===== src/rtl/fetch_stage_pkg.sv =====
// Shared types and helpers for the instruction fetch stage.
//   addr_t / inst_t    : 32-bit address and instruction words
//   fetch_exc_e        : exception tag carried with every fetched entry
//   fetch_entry_t      : {pc, inst, exc} as held in the output queue
//   fetch_state_e      : fetch FSM states
//   ialigned           : 4-byte alignment test
//   x_in_range         : inclusive unsigned window test
package fetch_stage_pkg;

   typedef logic [31:0] addr_t;
   typedef logic [31:0] inst_t;

   typedef enum logic [1:0] {
      EXC_NONE         = 2'd0,
      EXC_MISALIGNED   = 2'd1,
      EXC_ACCESS_FAULT = 2'd2
   } fetch_exc_e;

   localparam inst_t INST_NOP = 32'h0000_0013;

   typedef struct packed {
      addr_t      pc;
      inst_t      inst;
      fetch_exc_e exc;
   } fetch_entry_t;

   typedef enum logic [1:0] {
      S_ISSUE = 2'd0,
      S_WAIT  = 2'd1,
      S_HALT  = 2'd2
   } fetch_state_e;

   function automatic logic ialigned(addr_t a);
      return a[1:0] == 2'b00;
   endfunction

   function automatic logic x_in_range(addr_t a, addr_t lo, addr_t hi);
      return (a >= lo) && (a <= hi);
   endfunction

endpackage


===== src/rtl/fetch_stage_if.sv =====
// Bus bundle between the fetch stage, instruction memory and decode.
//   imem_req_*  : request channel (valid/ready), address stable until accepted
//   imem_resp_* : response channel, always accepted, may flag a bus error
//   out_*       : decode channel (valid/ready) carrying {pc, inst, exc}
// master = fetch stage, slave = memory + decode side.
interface fetch_stage_if;
   import fetch_stage_pkg::*;

   logic       imem_req_valid;
   logic       imem_req_ready;
   addr_t      imem_req_addr;
   logic       imem_resp_valid;
   inst_t      imem_resp_inst;
   logic       imem_resp_error;
   logic       out_valid;
   logic       out_ready;
   addr_t      out_pc;
   inst_t      out_inst;
   fetch_exc_e out_exc;

   modport master (
      output imem_req_valid, imem_req_addr,
      input  imem_req_ready,
      input  imem_resp_valid, imem_resp_inst, imem_resp_error,
      output out_valid, out_pc, out_inst, out_exc,
      input  out_ready
   );

   modport slave (
      input  imem_req_valid, imem_req_addr,
      output imem_req_ready,
      output imem_resp_valid, imem_resp_inst, imem_resp_error,
      input  out_valid, out_pc, out_inst, out_exc,
      output out_ready
   );

endinterface


===== src/rtl/fetch_stage_queue.sv =====
// fetch_queue: circular FIFO of fetch entries feeding decode.
//   clk, reset         : clock, async active-high reset
//   flush              : drop all entries (wins over push)
//   push, push_entry   : enqueue; accepted when not full or popping this cycle
//   pop                : head consumed by decode
//   head_valid/entry   : head register, presented with no extra latency
//   free_slots         : QDEPTH - occupancy
module fetch_queue
   import fetch_stage_pkg::*;
#(
   parameter int  QDEPTH = 2,
   localparam int PTR_W  = $clog2(QDEPTH),
   localparam int CNT_W  = PTR_W + 1
) (
   input  logic               clk,
   input  logic               reset,
   input  logic               flush,
   input  logic               push,
   input  fetch_entry_t       push_entry,
   input  logic               pop,
   output logic               head_valid,
   output fetch_entry_t       head_entry,
   output logic [CNT_W-1:0]   free_slots
);

   fetch_entry_t       mem_q [QDEPTH];
   fetch_entry_t       mem_d [QDEPTH];
   logic [PTR_W-1:0]   wr_ptr_q, wr_ptr_d;
   logic [PTR_W-1:0]   rd_ptr_q, rd_ptr_d;
   logic [CNT_W-1:0]   count_q, count_d;
   logic               do_push, do_pop;

   always_comb begin
      mem_d    = mem_q;
      wr_ptr_d = wr_ptr_q;
      rd_ptr_d = rd_ptr_q;
      count_d  = count_q;
      do_pop   = pop && (count_q != '0);
      do_push  = push && ((count_q != CNT_W'(QDEPTH)) || do_pop);
      if (flush) begin
         wr_ptr_d = '0;
         rd_ptr_d = '0;
         count_d  = '0;
      end else begin
         if (do_push) begin
            mem_d[wr_ptr_q] = push_entry;
            wr_ptr_d        = wr_ptr_q + PTR_W'(1);
         end
         if (do_pop) begin
            rd_ptr_d = rd_ptr_q + PTR_W'(1);
         end
         count_d = count_q + CNT_W'(do_push) - CNT_W'(do_pop);
      end
   end

   always_ff @(posedge clk or posedge reset) begin
      if (reset) begin
         for (int i = 0; i < QDEPTH; i++) begin
            mem_q[i] <= '0;
         end
         wr_ptr_q <= '0;
         rd_ptr_q <= '0;
         count_q  <= '0;
      end else begin
         mem_q    <= mem_d;
         wr_ptr_q <= wr_ptr_d;
         rd_ptr_q <= rd_ptr_d;
         count_q  <= count_d;
      end
   end

   assign head_valid = (count_q != '0);
   assign head_entry = mem_q[rd_ptr_q];
   assign free_slots = CNT_W'(QDEPTH) - count_q;

endmodule


===== src/rtl/fetch_stage.sv =====
// fetch_stage: PC generation, imem request issue and fetch queue.
//   clk, reset                : clock, async active-high reset
//   redirect_valid/pc         : flush and restart fetch at redirect_pc
//   bus (master)              : imem request/response and decode output
//
// state   | meaning
// S_ISSUE | screen pc, request it from imem when queue credit allows
// S_WAIT  | one request outstanding; discard_q marks it as stale
// S_HALT  | fault entry queued, idle until the next redirect
module fetch_stage
   import fetch_stage_pkg::*;
#(
   parameter addr_t RESET_VECTOR = 32'h8000_0000,
   parameter addr_t IMEM_BASE    = 32'h8000_0000,
   parameter addr_t IMEM_LAST    = 32'h8000_FFFF,
   parameter int    QDEPTH       = 2
) (
   input  logic          clk,
   input  logic          reset,
   input  logic          redirect_valid,
   input  addr_t         redirect_pc,
   fetch_stage_if.master bus
);

   localparam int CNT_W = $clog2(QDEPTH) + 1;

   fetch_state_e     state_q, state_d;
   addr_t            pc_q, pc_d;
   addr_t            req_pc_q, req_pc_d;
   logic             discard_q, discard_d;

   logic             q_push;
   fetch_entry_t     q_push_entry;
   logic             q_pop;
   logic             q_head_valid;
   fetch_entry_t     q_head;
   logic [CNT_W-1:0] q_free;
   logic             has_credit;
   logic             req_valid;

   // An outstanding request already owns one free slot.
   assign has_credit = q_free > CNT_W'(state_q == S_WAIT);
   assign q_pop      = q_head_valid && bus.out_ready;

   always_comb begin
      state_d      = state_q;
      pc_d         = pc_q;
      req_pc_d     = req_pc_q;
      discard_d    = discard_q;
      q_push       = 1'b0;
      q_push_entry = '0;
      req_valid    = 1'b0;
      if (redirect_valid) begin
         pc_d = redirect_pc;
         if ((state_q == S_WAIT) && !bus.imem_resp_valid) begin
            discard_d = 1'b1;
         end else begin
            discard_d = 1'b0;
            state_d   = S_ISSUE;
         end
      end else begin
         case (state_q)
            S_ISSUE: begin
               if (!ialigned(pc_q)) begin
                  if (q_free != '0) begin
                     q_push       = 1'b1;
                     q_push_entry = '{pc: pc_q, inst: INST_NOP, exc: EXC_MISALIGNED};
                     state_d      = S_HALT;
                  end
               end else if (!x_in_range(pc_q, IMEM_BASE, IMEM_LAST)) begin
                  if (q_free != '0) begin
                     q_push       = 1'b1;
                     q_push_entry = '{pc: pc_q, inst: INST_NOP, exc: EXC_ACCESS_FAULT};
                     state_d      = S_HALT;
                  end
               end else begin
                  req_valid = has_credit;
                  if (has_credit && bus.imem_req_ready) begin
                     req_pc_d = pc_q;
                     state_d  = S_WAIT;
                  end
               end
            end
            S_WAIT: begin
               if (bus.imem_resp_valid) begin
                  if (discard_q) begin
                     discard_d = 1'b0;
                     state_d   = S_ISSUE;
                  end else if (bus.imem_resp_error) begin
                     q_push       = 1'b1;
                     q_push_entry = '{pc: req_pc_q, inst: INST_NOP, exc: EXC_ACCESS_FAULT};
                     state_d      = S_HALT;
                  end else begin
                     q_push       = 1'b1;
                     q_push_entry = '{pc: req_pc_q, inst: bus.imem_resp_inst, exc: EXC_NONE};
                     pc_d         = req_pc_q + 32'd4;
                     state_d      = S_ISSUE;
                  end
               end
            end
            S_HALT: begin
            end
            default: begin
               state_d = S_ISSUE;
            end
         endcase
      end
   end

   always_ff @(posedge clk or posedge reset) begin
      if (reset) begin
         state_q   <= S_ISSUE;
         pc_q      <= RESET_VECTOR;
         req_pc_q  <= '0;
         discard_q <= 1'b0;
      end else begin
         state_q   <= state_d;
         pc_q      <= pc_d;
         req_pc_q  <= req_pc_d;
         discard_q <= discard_d;
      end
   end

   fetch_queue #(.QDEPTH(QDEPTH)) u_queue (
      .clk        (clk),
      .reset      (reset),
      .flush      (redirect_valid),
      .push       (q_push),
      .push_entry (q_push_entry),
      .pop        (q_pop),
      .head_valid (q_head_valid),
      .head_entry (q_head),
      .free_slots (q_free)
   );

   // Held low while reset is asserted so no request leaks out of reset.
   assign bus.imem_req_valid = req_valid && !reset;
   assign bus.imem_req_addr  = pc_q;
   assign bus.out_valid      = q_head_valid;
   assign bus.out_pc         = q_head.pc;
   assign bus.out_inst       = q_head.inst;
   assign bus.out_exc        = q_head.exc;

endmodule


===== src/flat_wrapper.sv =====
// flat-port wrapper written by rule: the top's interface ports become plain ports
module fetch_stage_flat import fetch_stage_pkg::*;
#(
   parameter addr_t RESET_VECTOR = 32'h8000_0000,
   parameter addr_t IMEM_BASE    = 32'h8000_0000,
   parameter addr_t IMEM_LAST    = 32'h8000_FFFF,
   parameter int    QDEPTH       = 2
)
  (clk, reset, redirect_valid, redirect_pc, bus_imem_req_valid, bus_imem_req_addr, bus_imem_req_ready, bus_imem_resp_valid, bus_imem_resp_inst, bus_imem_resp_error, bus_out_valid, bus_out_pc, bus_out_inst, bus_out_exc, bus_out_ready);
  fetch_stage_if bus_i ();
  input  logic clk;
  input  logic reset;
  input  logic redirect_valid;
  input  addr_t redirect_pc;
  output wire logic [$bits(bus_i.imem_req_valid)-1:0] bus_imem_req_valid;
  output wire logic [$bits(bus_i.imem_req_addr)-1:0] bus_imem_req_addr;
  input wire logic [$bits(bus_i.imem_req_ready)-1:0] bus_imem_req_ready;
  input wire logic [$bits(bus_i.imem_resp_valid)-1:0] bus_imem_resp_valid;
  input wire logic [$bits(bus_i.imem_resp_inst)-1:0] bus_imem_resp_inst;
  input wire logic [$bits(bus_i.imem_resp_error)-1:0] bus_imem_resp_error;
  output wire logic [$bits(bus_i.out_valid)-1:0] bus_out_valid;
  output wire logic [$bits(bus_i.out_pc)-1:0] bus_out_pc;
  output wire logic [$bits(bus_i.out_inst)-1:0] bus_out_inst;
  output wire logic [$bits(bus_i.out_exc)-1:0] bus_out_exc;
  input wire logic [$bits(bus_i.out_ready)-1:0] bus_out_ready;
  assign bus_imem_req_valid = bus_i.imem_req_valid;
  assign bus_imem_req_addr = bus_i.imem_req_addr;
  assign bus_i.imem_req_ready = bus_imem_req_ready;
  assign bus_i.imem_resp_valid = bus_imem_resp_valid;
  assign bus_i.imem_resp_inst = bus_imem_resp_inst;
  assign bus_i.imem_resp_error = bus_imem_resp_error;
  assign bus_out_valid = bus_i.out_valid;
  assign bus_out_pc = bus_i.out_pc;
  assign bus_out_inst = bus_i.out_inst;
  assign bus_out_exc = bus_i.out_exc;
  assign bus_i.out_ready = bus_out_ready;
  fetch_stage #(.RESET_VECTOR(RESET_VECTOR), .IMEM_BASE(IMEM_BASE), .IMEM_LAST(IMEM_LAST), .QDEPTH(QDEPTH)) u_core (.clk(clk), .reset(reset), .redirect_valid(redirect_valid), .redirect_pc(redirect_pc), .bus(bus_i));
endmodule

===== config.mk =====
export PLATFORM = sky130hd
export DESIGN_NAME = fetch_stage_flat
export DESIGN_NICKNAME = d
export VERILOG_FILES = /design/src/rtl/fetch_stage_pkg.sv /design/src/rtl/fetch_stage_if.sv /design/src/rtl/fetch_stage_queue.sv /design/src/rtl/fetch_stage.sv /design/src/flat_wrapper.sv
export SDC_FILE = /design/constraint.sdc
export NUM_CORES = 1
export LEC_CHECK = 0
export CAP_MARGIN = 20
export CORE_UTILIZATION = 25
export CTS_CLUSTER_DIAMETER = 120
export DETAILED_ROUTE_END_ITERATION = 6
export GPL_ROUTABILITY_DRIVEN = 0
export PLACE_DENSITY = 0.41
export SLEW_MARGIN = 20
export SYNTH_ARGS = -nofsm -noshare
export SYNTH_HDL_FRONTEND = slang
export SYNTH_SLANG_ARGS = --single-unit

===== constraint.sdc =====
create_clock -name clk -period 10 [get_ports clk]
set_clock_uncertainty 0.15 [all_clocks]
set_input_delay 2.5 -clock clk [delete_from_list [all_inputs] [get_ports clk]]
set_output_delay 2.5 -clock clk [all_outputs]
set_load 0.05 [all_outputs]

* Word-level counts from Yosys, hierarchy flattened
Index checks and enable logic that the tools add are counted.
** Cells by class
- Add/sub/neg operators :: 6
- Order comparisons :: 6
- Equality and inequality tests :: 9
- Mux-type cells :: 50
- Bitwise logic cells :: 3
- Reductions and logical operators :: 24
** Operator list (number)
- $mux 66 :: 11
- $mux 32 :: 5
- $bwmux 132 :: 1
- $pmux 66 s2 :: 1
- $demux 66 s1 :: 1
- $mux 34 :: 1
- $add 32x3->32 const B :: 1
- $ge 32x32->1 const B :: 1
- $le 32x32->1 const B :: 1
- $mux 2 :: 10
- $mux 1 :: 18
- $reduce_bool 2->1 :: 6
- $ne 2x2->1 const B :: 5
- $logic_and 1x1->1 :: 8
- $reduce_and 4->1 :: 2
- $pmux 2 s3 :: 1
- $ne 5x5->1 const B :: 1
- $reduce_and 5->1 :: 1
- $ge 2x2->1 const B :: 2
- $logic_not 2->1 :: 2
- $not 1->2 :: 2
- $reduce_and 2->1 :: 2
- $ne 3x3->1 const B :: 1
- $add 1x1->1 const B :: 2
- other kinds (11) :: 12
** Word-level totals
- Bits in registers :: 203
- Bits of input ports :: 71
- Output and inout bits :: 100
- Logic and storage cells :: 111

* Longest topological paths before layout
- Word-level depth :: 11
- Mapped depth :: 10
- Mapped depth without buffers :: 10

* By module
A second synthesis with hierarchy kept.
** Unflattened totals
- Cell total of the unflattened synthesis :: 834
- Area, all modules :: 10176.0 sq um
** Modules (own cells, without submodules)
- fetch_queue :: instances 1, cells an instance 383, area an instance 6150.9 sq um, sequential area each 3403.3 sq um
- fetch_stage :: instances 1, cells an instance 451, area an instance 4025.1 sq um, sequential area each 1677.9 sq um

* Worst setup path before layout
OpenSTA, ideal clock, no wires.
- Kind :: input -> output
- From :: in redirect_valid
- To :: out bus_imem_req_valid
- Arrival :: 4.666 ns
- Required time :: 7.350 ns
- Slack :: 2.684 ns
- Stages :: 2
- Path buffers :: 0
- Cell sequence :: or4_4 nor4b_1
** Between the ends
- Word-level cells in the longest chain between the ends :: 2
** RTL lines
- from (decl) :: line flat_wrapper.sv:13 : input logic redirect_valid;
- $mux 1 :: line fetch_stage.sv:53 : if (redirect_valid) begin
- $logic_and 1x1->1 :: line fetch_stage.sv:137 : assign bus.imem_req_valid = req_valid && !reset;
- to (decl) :: line flat_wrapper.sv:15 : output wire logic [$bits(bus_i.imem_req_valid)-1:0] bus_imem_req_valid;
Every way passes these cells.

* Worst setup path in the final report
Ends and elaborated chain as after synthesis.

==> flow_metrics.py <==
metrics = {
    "finish": {
        "drive_gt1_frac": 0.2084,
        "layout_overhead_on_the_synthesized_area_pct": 29.93,
        "most-common-layout-cells": "dfrtp_1 (201), clkdlybuf4s50_1 (169), mux2_2 (136)",
        "mostFrequentLayoutCell": "dfrtp_1",
        "antennaDiodeCount": 0,
        "fin_nets": 1134,
        "fin_area_sq_um": 13430,
    },
    "clock_tree": {
        "cts_max_path_buffers": 3,
        "insertion_delay_ns": 0.55,
        "path_clk_slew_ns": 0.06,
        "number_of_buffers_inserted_by_post_cts_setup_repair": 0,
        "post_cts.resized_instances": 0,
        "tritoncts_num_sinks": 203,
        "hold_buffers": 0,
        "tritoncts": "done",
        "tritoncts.num_buffers": 26,
        "clock_tree.root_cell": "clkbuf_16",
        "clock_tree.htree_level_count": 1,
    },
    "floorplanning": {
        "fp.dieH_um": 205.3,
        "floorplan.die_area_sq_um": 42150,
        "floorplan.die.width_um": 205.3,
        "initial_utilization": 0.2531,
        "coreArea_sq_um": 40830,
        "io-pin-count": 171,
        "core.rowCount": 74,
    },
    "pwr": {
        "p_sw_frac": 0.3937,
        "p_int_uw": 2154,
        "totalPowerFinal_uw": 3553,
        "power.density_nw_per_um2": 264.6,
        "seqPwrFrac": 0.312,
        "worst_voltage_drop_across_the_vdd_grid_uv": 128.1,
        "power_switching_uw": 1399,
        "p_leak_uw": 0.005922,
        "power.share.combinational": 0.420,
        "pwr-share-clk": 0.267,
    },
    "synth": {
        "yosysWarningCount": 0,
        "synth_top_area_cell": "dfrtp_1",
        "synth_edf_count": 0,
        "avgSynthCellArea_sq_um": 11.22,
        "postSynthRegisterBits": 203,
        "number_of_different_library_cells_in_the_post_synthesis_netlist": 53,
        "ys.flop_type": "dfrtp_1",
        "netlist_area_sq_um": 10330,
        "ys_seq_area_frac": 0.4917,
        "synth_top_cells_by_area": "dfrtp_1 (49%), mux2_2 (15%), a221oi_1 (5.1%)",
        "portion_of_synthesized_cell_area_occupied_by_the_leading_cell_type": 0.4892,
        "synth_fp_nets": 998,
        "postSynth.asyncResetShare": 1.000,
        "synthesis.instances": 921,
    },
    "sta": {
        "worst_slew_margin_rel": 0.3578,
        "grt_setup_unrepaired": "no",
        "timing.final.max_slew_violations": 0,
        "sum_neg_setup_slack_ns": 0,
        "fmaxAchievable_ghz": 0.1450,
        "finalCriticalPeriod_ns": 6.895,
        "period_share": 0.6895,
        "worst_slew_pin_slew_ns": 0.9633,
        "setup_viol": 0,
        "finalHoldViolCount": 0,
    },
    "routing": {
        "detailroute.via_count": 7996,
        "wl_per_cell_um": 20.98,
        "detail_route.iter0.violations": 437,
        "firstDrtPassIters": 6,
        "post_drt_via_cell_ratio": 4.976,
        "drt_wl_total_um": 33720,
        "drt.antenna.violating_nets": 0,
        "drt_drc_violations_left": 0,
    },
    "grt": {
        "grt_start_max_net_pins": 137,
        "use_met3": 0.02455,
        "overflow": 0,
        "grt_antenna_before_repair": 0,
        "grt_pass1_wl_um": 52320,
        "first_global_vias": 8350,
        "groute.usage.overall": 0.1612,
        "grt_util_met2": 0.2605,
        "gr-max-usage-layer": "met2",
        "met1_resource_use_gr": 0.2248,
    },
    "setup_path": {
        "cp_data_arrival_time_ns": 4.24,
        "worst_setup_path_start_kind": "input port",
        "class_of_the_most_critical_setup_path": "in2out",
        "crit_family": "buffers and inverters",
        "cp_num_buf_inv": 2,
        "worst-path-max-fanout": 3,
        "worstSetupEndpointType": "primary output",
        "critPathSlowestCell": "clkdlybuf4s50_1",
        "worst_ep_required_time_ns": 7.35,
        "cp_cell_sequence": "buf_2 -> or4_4 -> nor4b_1 -> clkdlybuf4s50_1",
        "largest_stage_delay_on_the_critical_path_ns": 0.85,
    },
    "outcome": {
        "run_status": "finished clean",
    },
    "placed_design": {
        "placedInstanceArea_sq_um": 12530,
        "detailed_place_hpwl_um": 20290,
        "port-buffer-count": 170,
    },
    "worst_hold_path": {
        "holdCritPathClass": "reg2reg",
    },
    "run": {
        "maxCapViolCount": 0,
    },
}
[path summary, 6_finish.rpt]
check,start,to,cells after the start,slack [ns]
max in group asynchronous,reset,u_core.u_queue.rd_ptr_q,3,5.80
min in group asynchronous,reset,u_core.u_queue.mem_q[21],2,2.37
hold reg to reg,u_core.u_queue.mem_q[4],u_core.u_queue.mem_q[4],1,0.35
hold / removal,u_core.u_queue.mem_q[4],u_core.u_queue.mem_q[4],1,0.35
setup reg to reg,u_core.bus.imem_req_addr[19],u_core.u_queue.mem_q[0],6,6.44
setup / recovery,redirect_valid,bus_imem_req_valid,4,3.11
[Yosys cell counts (all sizes together) (2+ instances only)]
cell type,number
and3,40
ha,6
buf,14
nor2,20
xor2,20
nor2b,3
nor4,6
nand2b,4
and4,5
a22oi,34
nor4b,2
dfrtp,202
clkbuf,66
o21ai,55
nand4,11
and2,17
mux2i,8
nand3,15
mux2,148
a21oi,14
a2bb2oi,32
nand2,53
a221oi,60
nor3,3
o221ai,11
inv,43
xnor2,10
[power by group through the flow]
stage          logic, uW  clock network [uW]  registers, uW
6_report            1490                 950           1110
5_1_grt             1590                1010           1140
3_3_place_gp        1500                   0           1120
4_1_cts             1510                 981           1110
2_1_floorplan       1020                   0           1110
3_5_place_dp        1500                   0           1120
[through the flow]
| step | std cells | worst slack [ns] | utilization | hold WS, ns |
|---|---|---|---|---|
| floorplan | 921 | 1.813 | - | 0.3237 |
| global placement | 1560 | 3.037 | 0.3069 | 0.3334 |
| detailed placement | 1560 | 3.085 | 0.3069 | 0.3371 |
| CTS | 1606 | 3.085 | 0.3279 | 0.3508 |
| global route | 1607 | 2.989 | 0.3288 | 0.3640 |
| finish | 1607 | 3.105 | 0.3288 | 0.3499 |
[layout make-up]
type	count	area, sq um
fill	4144	27410
sequential	203	5085
multi-input combinational	595	4792
tap	532	665.6
clock buffer	41	808.3
timing repair buffer	188	1852
clock inverter	5	50.05
inverter	43	173.9
[metal layers]
| metal | vias to the layer above | part of all wire |
|---|---|---|
| met3 | 42 | 0.046 |
| li1 | 3692 | - |
| met4 | 0 | 0.016 |
| met2 | 178 | 0.47 |
| met5 | - | 0 |
| met1 | 4084 | 0.47 |
[sequential cells by signal, summed over array words and instances (netlist names)]
register / count
u_core.bus.imem_req_addr: 32
u_core.u_queue.mem_q: 132
u_core.u_queue.rd_ptr_q: 1
u_core.req_pc_q: 32
u_core.u_queue.count_q: 2
u_core.discard_q: 1
u_core.state_q: 2
u_core.u_queue.wr_ptr_q: 1
[cell families (layout without fill, tap and decap cells)]
kind of cell	count (synthesis)	after routing	synth area share
fa+ha+maj	6	6	0.007265
compound gates	217	217	0.1541
xor+xnor	30	30	0.02543
mux	156	156	0.1734
flops	203	203	0.4917
simple gates	186	186	0.09989
buf+inv	123	277	0.04819
No activity file was read; power rests on OpenSTA's default activity.
